[config.mk]
export PLATFORM = sky130hd
export DESIGN_NAME = mtr_duty_ctrl_flat
export DESIGN_NICKNAME = d
export VERILOG_FILES = /design/src/rtl/mtr_duty_if.sv /design/src/rtl/mtr_duty_ctrl.sv /design/src/flat_wrapper.sv
export SDC_FILE = /design/constraint.sdc
export NUM_CORES = 1
export LEC_CHECK = 0
export CAP_MARGIN = 20
export CORE_MARGIN = 2
export CORE_UTILIZATION = 45
export DETAILED_ROUTE_END_ITERATION = 8
export MAX_ROUTING_LAYER = met4
export SETUP_SLACK_MARGIN = 0.1
export SYNTH_ARGS = -nofsm -noshare
export SYNTH_HDL_FRONTEND = slang
export SYNTH_SLANG_ARGS = --single-unit
[constraint.sdc]
create_clock -name clk -period 11.23 [get_ports clk]
set_input_delay 1.6845 -clock clk [delete_from_list [all_inputs] [get_ports clk]]
set_output_delay 1.6845 -clock clk [all_outputs]
set_load 0.1 [all_outputs]
[src/rtl/mtr_duty_if.sv]
// Command/status bundle between the motor controller and the duty stage.
// master drives commands and current sense; slave returns the duty word.
interface mtr_duty_if;
   logic [10:0] cmd;
   logic        cmd_vld;
   logic        cmd_rdy;
   logic        ovr_I;
   logic        clr_fault;
   logic [10:0] duty;
   logic        duty_upd;
   logic        fault;

   modport master (
      output cmd, cmd_vld, ovr_I, clr_fault,
      input  cmd_rdy, duty, duty_upd, fault
   );

   modport slave (
      input  cmd, cmd_vld, ovr_I, clr_fault,
      output cmd_rdy, duty, duty_upd, fault
   );
endinterface

[src/rtl/mtr_duty_ctrl.sv]
// Signed drive command to slew-limited PWM duty word,
// with blanked over-current monitor and latched fault.
module mtr_duty_ctrl #(
   parameter int SLEW_STEP = 4,
   parameter int BLANK     = 64,
   parameter int OVR_LIMIT = 8
) (
   input  logic       clk,
   input  logic       rst_n,
   mtr_duty_if.slave  bus
);

   typedef enum logic {NORM, FAULT} state_t;

   localparam logic [11:0] STEP = 12'(SLEW_STEP);
   localparam logic [11:0] BLK  = 12'(BLANK);
   localparam logic [7:0]  LIM  = 8'(OVR_LIMIT);
   localparam logic [10:0] MID  = 11'h400;

   state_t      state;
   logic [10:0] cnt;
   logic [10:0] target;
   logic [10:0] duty_r;
   logic [7:0]  ovr_cnt;
   logic        ovr_seen;
   logic        upd_r;
   logic        fault_r;

   logic        bnd;
   logic        xfer;
   logic        in_win;
   logic        ovr_now;
   logic        hit;
   logic [7:0]  ovr_nxt;
   logic        trip;
   logic [11:0] d12;
   logic [11:0] t12;
   logic [11:0] up;
   logic [11:0] dn;
   logic [10:0] slew_d;

   assign bnd     = (cnt == 11'd2047);
   assign xfer    = bus.cmd_vld && (state == NORM);
   assign in_win  = ({1'b0, cnt} >= BLK) && (cnt <= duty_r);
   assign ovr_now = in_win && bus.ovr_I;
   assign hit     = ovr_seen || ovr_now;

   always_comb begin
      ovr_nxt = 8'd0;
      if (hit)
         ovr_nxt = (ovr_cnt >= LIM) ? LIM : ovr_cnt + 8'd1;
   end

   assign trip = bnd && (state == NORM) && (ovr_nxt == LIM);

   // 12-bit math so the step can neither overshoot nor wrap
   always_comb begin
      d12    = {1'b0, duty_r};
      t12    = {1'b0, target};
      up     = t12 - d12;
      dn     = d12 - t12;
      slew_d = duty_r;
      unique case (1'b1)
         (t12 > d12): slew_d = 11'(d12 + ((up < STEP) ? up : STEP));
         (t12 < d12): slew_d = 11'(d12 - ((dn < STEP) ? dn : STEP));
         default:     slew_d = duty_r;
      endcase
   end

   always_ff @(posedge clk or negedge rst_n) begin
      if (!rst_n) begin
         state    <= NORM;
         cnt      <= 11'd0;
         target   <= MID;
         duty_r   <= MID;
         ovr_cnt  <= 8'd0;
         ovr_seen <= 1'b0;
         upd_r    <= 1'b0;
         fault_r  <= 1'b0;
      end else begin
         cnt   <= cnt + 11'd1;
         upd_r <= 1'b0;
         unique case (state)
            NORM: begin
               if (xfer)
                  target <= {~bus.cmd[10], bus.cmd[9:0]};
               if (bnd) begin
                  ovr_seen <= 1'b0;
                  if (trip) begin
                     state   <= FAULT;
                     fault_r <= 1'b1;
                     target  <= MID;
                     duty_r  <= MID;
                     upd_r   <= (duty_r != MID);
                     ovr_cnt <= 8'd0;
                  end else begin
                     ovr_cnt <= ovr_nxt;
                     duty_r  <= slew_d;
                     upd_r   <= (slew_d != duty_r);
                  end
               end else if (ovr_now) begin
                  ovr_seen <= 1'b1;
               end
            end
            FAULT: begin
               if (bus.clr_fault) begin
                  state    <= NORM;
                  fault_r  <= 1'b0;
                  ovr_cnt  <= 8'd0;
                  ovr_seen <= 1'b0;
               end
            end
            default: state <= NORM;
         endcase
      end
   end

   assign bus.cmd_rdy  = (state == NORM);
   assign bus.duty     = duty_r;
   assign bus.duty_upd = upd_r;
   assign bus.fault    = fault_r;

endmodule

[src/flat_wrapper.sv]
// flat-port wrapper written by rule: the top's interface ports become plain ports
module mtr_duty_ctrl_flat 
#(
   parameter int SLEW_STEP = 4,
   parameter int BLANK     = 64,
   parameter int OVR_LIMIT = 8
)
  (clk, rst_n, bus_cmd, bus_cmd_vld, bus_ovr_I, bus_clr_fault, bus_cmd_rdy, bus_duty, bus_duty_upd, bus_fault);
  mtr_duty_if bus_i ();
  input  logic clk;
  input  logic rst_n;
  input wire logic [$bits(bus_i.cmd)-1:0] bus_cmd;
  input wire logic [$bits(bus_i.cmd_vld)-1:0] bus_cmd_vld;
  input wire logic [$bits(bus_i.ovr_I)-1:0] bus_ovr_I;
  input wire logic [$bits(bus_i.clr_fault)-1:0] bus_clr_fault;
  output wire logic [$bits(bus_i.cmd_rdy)-1:0] bus_cmd_rdy;
  output wire logic [$bits(bus_i.duty)-1:0] bus_duty;
  output wire logic [$bits(bus_i.duty_upd)-1:0] bus_duty_upd;
  output wire logic [$bits(bus_i.fault)-1:0] bus_fault;
  assign bus_i.cmd = bus_cmd;
  assign bus_i.cmd_vld = bus_cmd_vld;
  assign bus_i.ovr_I = bus_ovr_I;
  assign bus_i.clr_fault = bus_clr_fault;
  assign bus_cmd_rdy = bus_i.cmd_rdy;
  assign bus_duty = bus_i.duty;
  assign bus_duty_upd = bus_i.duty_upd;
  assign bus_fault = bus_i.fault;
  mtr_duty_ctrl #(.SLEW_STEP(SLEW_STEP), .BLANK(BLANK), .OVR_LIMIT(OVR_LIMIT)) u_core (.clk(clk), .rst_n(rst_n), .bus(bus_i));
endmodule
==> impl_metrics.tcl <==
set metrics [dict create \
    worst_setup_path_end_kind "flip-flop" \
    overflow_left_after_global_routing 0 \
    pin_count_of_the_biggest_net_entering_global_routing 46 \
    violation_count_after_the_first_detailed_route_iteration 137 \
    clock-skew-final_ns 0.01129 \
    maxSlewViolCount 0 \
    layout-area-overhead-vs-synth_pct 12.61 \
    hold-worst-slack_ns 0.4835 \
    post_cts_resize_count 0 \
    syn_area_um2 3821 \
    peakVddDrop_uv 39.56 \
    post_synth_num_cell_types 56 \
    core.rowCount 33 \
    timing.rr.start "u_core.bus.duty[1]$_DFFE_PN0P_" \
    post_cts.repair.setup_buffers 0 \
    initial_antenna_violation_count 0 \
    final.period_utilization_pct 56.45 \
    route.detailed.wl_per_inst_um 17.34 \
    reg2regPathDepth 21 \
    critical_path_class "reg2reg" \
    tritoncts "done" \
    fmax_ghz 0.1577 \
    startpoint_type "flip-flop" \
    timing_hold_violations_final 0 \
    synth_commonest_cells "sky130_fd_sc_hd__ha_1, sky130_fd_sc_hd__inv_1, sky130_fd_sc_hd__dfrtp_1" \
    p_sw_share_pct 32.94 \
    outcome "completed" \
    vertical_die_dimension_um 96.15 \
    clkTransAtPathRegs_ns 0.10 \
    dp_hpwl_um 7546 \
    clockPowerShare_pct 29.6 \
    worst_slew_pin_slew_ns 0.9902 \
    worst_r2r_dst "u_core.bus.duty_upd$_DFF_PN0_" \
    power_switching_mw 0.1225 \
    firstDrtPassIters 4 \
    gp_congestion 0.9206 \
    timing.setup.tns_ns 0 \
    yosys.cell_count.top_type "sky130_fd_sc_hd__ha_1" \
    global_route_wire_length_before_repair_um 16590 \
    post_cts_hold_fix_bufs 0 \
    drt.antenna.violating_nets 0 \
    internal_power_mw 0.2494 \
    crit_family "compound AO/OA/AOI/OAI gates" \
    worst-endpoint-required_ns 11.44 \
    worstSkewPairLatency_ns 0.31 \
    syn-num-nets 516 \
    drc 0 \
    drt-vias-per-instance 5.802 \
    worst-path-max-fanout 10 \
    comb_power_share_pct 24.8 \
    r2r_setup_slack_ns 4.89 \
    num_vias 3365 \
    slowest_stage "sky130_fd_sc_hd__a2111oi_0" \
    design.portCount 30 \
    start_util_pct 46.51 \
    top_cells_by_area_in_the_synthesized_netlist "sky130_fd_sc_hd__dfrtp_1, sky130_fd_sc_hd__ha_1, sky130_fd_sc_hd__inv_1" \
    pwr-share-seq_pct 45.6 \
    cts_inserted_buffers 5 \
    power.density_cell_area_nw_per_um2 86.42 \
    cpPeakStageDelay_ns 0.91 \
    post_synth.cell_area_avg_um2 8.510 \
    final_nets 541 \
    worst_setup_path_startpoint "u_core.bus.duty[1]$_DFFE_PN0P_" \
    die_area_um2 9245 \
    finalSetupViolations 0 \
    netlist.top_cell.by_area "sky130_fd_sc_hd__dfrtp_1" \
    die-width_um 96.15 \
    setup_repair_after_global_routing_missed_its_margin "no" \
    synth_edf_count 0 \
    synth_seq_cells 45 \
    post-place-ws_ns 5.057 \
    critical_path_cell_count 21 \
    cts.sinks 45 \
    synthFlopType "sky130_fd_sc_hd__dfrtp_1" \
    ctsLongestPathBuffers 2 \
    min_path_type "reg2reg" \
    yosysTopAreaCellShare_pct 28.16 \
    crit_end "u_core.bus.duty_upd$_DFF_PN0_" \
    synth-async-reset-ratio_pct 100.0 \
    route.final.wire_length_um 10060 \
    layout_setup_ws_ns 4.890 \
    crit_chain "inv_1, fa_1, a21o_1, a311oi_2, nor3_1, or4b_1, a2111oi_0, nand2b_1, ha_1, xnor2_1, nand2_1, nand2_1, ha_1, a211oi_1, o21ai_0, a31oi_1, xor2_1, nor2_1, nor3_1, a41oi_2, o31a_1" \
    ctsHtreeMaxLevel 2 \
    share_of_final_layout_standard_cells_stronger_than_drive_strength_1_pct 4.000 \
    n_antenna_cell 0 \
    critical_path.n_buffers_inverters 1 \
    grt_pass1_vias 3310 \
    clk_root_buffer_cell "sky130_fd_sc_hd__clkbuf_8" \
    core_area_um2 8217 \
    static-leakage-power_nw 1.912 \
    syn-instance-count 449 \
    cap_violations 0 \
    globalRouteTotalUtil_pct 24.23 \
    period_needed_ns 6.340 \
    critical_path_arrival_ns 6.55 \
    port-buffer-count 29 \
    seq_area_frac_synth_pct 29.54 \
    yosys_warnings 0 \
    max-slew-margin-rel_pct 32.28 \
]
sequential cells by signal, indices dropped and copies added, names as in the netlist:
signal               cells
u_core.bus.duty         11
u_core.cnt              11
u_core.state             1
u_core.ovr_cnt           8
u_core.bus.fault         1
u_core.ovr_seen          1
u_core.bus.duty_upd      1
u_core.target           11
power by group through the flow:
stage / combinational [mW] / clock (mW) / sequential (mW)
floorplan: 0.0668 / 0 / 0.171
finish: 0.0923 / 0.110 / 0.170
CTS: 0.0911 / 0.115 / 0.170
global route: 0.104 / 0.121 / 0.170
detailed placement: 0.0901 / 0 / 0.173
global placement: 0.0900 / 0 / 0.173
routing by layer:
layer  vias to the layer above  share of wire [%]  routed length [um]  GRT usage [%]
li1                       1644                  -                   -              -
met1                      1632                 46                4588          32.33
met2                        75                 47                4770          39.29
met3                        14                5.3                 535          2.976
met4                         0                1.6                 161          5.595
met5                         -                  0                   0              -
cell type report:
| class | instances | area (um2) |
|---|---|---|
| multi-input combinational | 345 | 2464 |
| timing repair buffer | 31 | 312.8 |
| sequential | 45 | 1129 |
| inverter | 46 | 172.7 |
| tap | 105 | 131.4 |
| fill | 796 | 3914 |
| clock buffer | 5 | 68.82 |
| clock inverter | 3 | 25.02 |
through the flow:
step	utilization, %	power (mW)	instances	instance area [um2]
2_1_floorplan	-	0.2381	449	3821
3_3_place_gp	50.98	0.2626	571	4189
3_5_place_dp	50.98	0.2628	571	4189
4_1_cts	52.12	0.3755	579	4283
5_1_grt	52.37	0.3955	580	4303
6_report	52.37	0.3718	580	4303
kinds of logic (layout without fill, tap and decap cells):
kind of cell / after synthesis / count (layout) / synth area share [%]
AO/OA/AOI/OAI: 133 / 133 / 23.35
AND/OR/NAND/NOR: 129 / 129 / 16.40
buffers and inverters: 59 / 85 / 5.992
adder cells (fa/ha/maj): 51 / 51 / 17.29
flip-flops: 45 / 45 / 29.53
XOR/XNOR: 30 / 30 / 6.876
multiplexers: 2 / 2 / 0.5566
how the worst min path moves through the flow:
| stage | startpoint | endpoint | slack, ns | cells past startpoint |
|---|---|---|---|---|
| global placement | u_core.bus.fault$_DFFE_PN0P_ | u_core.bus.fault$_DFFE_PN0P_ | 0.46 | 2 |
| global route | u_core.ovr_cnt[4]$_DFFE_PN0P_ | u_core.ovr_cnt[4]$_DFFE_PN0P_ | 0.52 | 1 |
| finish | u_core.ovr_cnt[2]$_DFFE_PN0P_ | u_core.ovr_cnt[2]$_DFFE_PN0P_ | 0.48 | 1 |
| floorplan | u_core.ovr_cnt[2]$_DFFE_PN0P_ | u_core.ovr_cnt[2]$_DFFE_PN0P_ | 0.44 | 1 |
| CTS | u_core.ovr_cnt[2]$_DFFE_PN0P_ | u_core.ovr_cnt[2]$_DFFE_PN0P_ | 0.49 | 1 |
| detailed placement | u_core.ovr_cnt[2]$_DFFE_PN0P_ | u_core.ovr_cnt[2]$_DFFE_PN0P_ | 0.47 | 1 |
cell usage in the layout, fill, tap and decap left out, drive strengths merged, types with 4 or more instances in the layout:
cell type      synthesis  layout
ha                    48      48
inv                   46      47
dfrtp                 43      43
nand2                 39      39
o21ai                 37      37
clkdlybuf4s50          0      28
nor2                  27      27
a21oi                 24      24
xnor2                 18      18
nand3                 12      12
nor3                  12      12
xor2                  12      12
a22o                  10      10
a21o                  10      10
a211oi                 8       8
nand2b                 8       8
nand4                  7       7
o21bai                 7       7
clkbuf                10       5
and2                   4       4
o31ai                  4       4
o211ai                 4       4
worst register-to-register path, delay by kind of cell, from the launching register on:
family | cells | cell delay, ns
adders and majority gates | 3 | 1.11
and+or+nand+nor | 7 | 1.27
buffers and inverters | 1 | 0.17
xor gates and xnor gates | 2 | 0.38
AOI/OAI and AO/OA | 8 | 2.73
DFF | 1 | 0.59
Note: power is estimated with default switching activity, not from simulation.
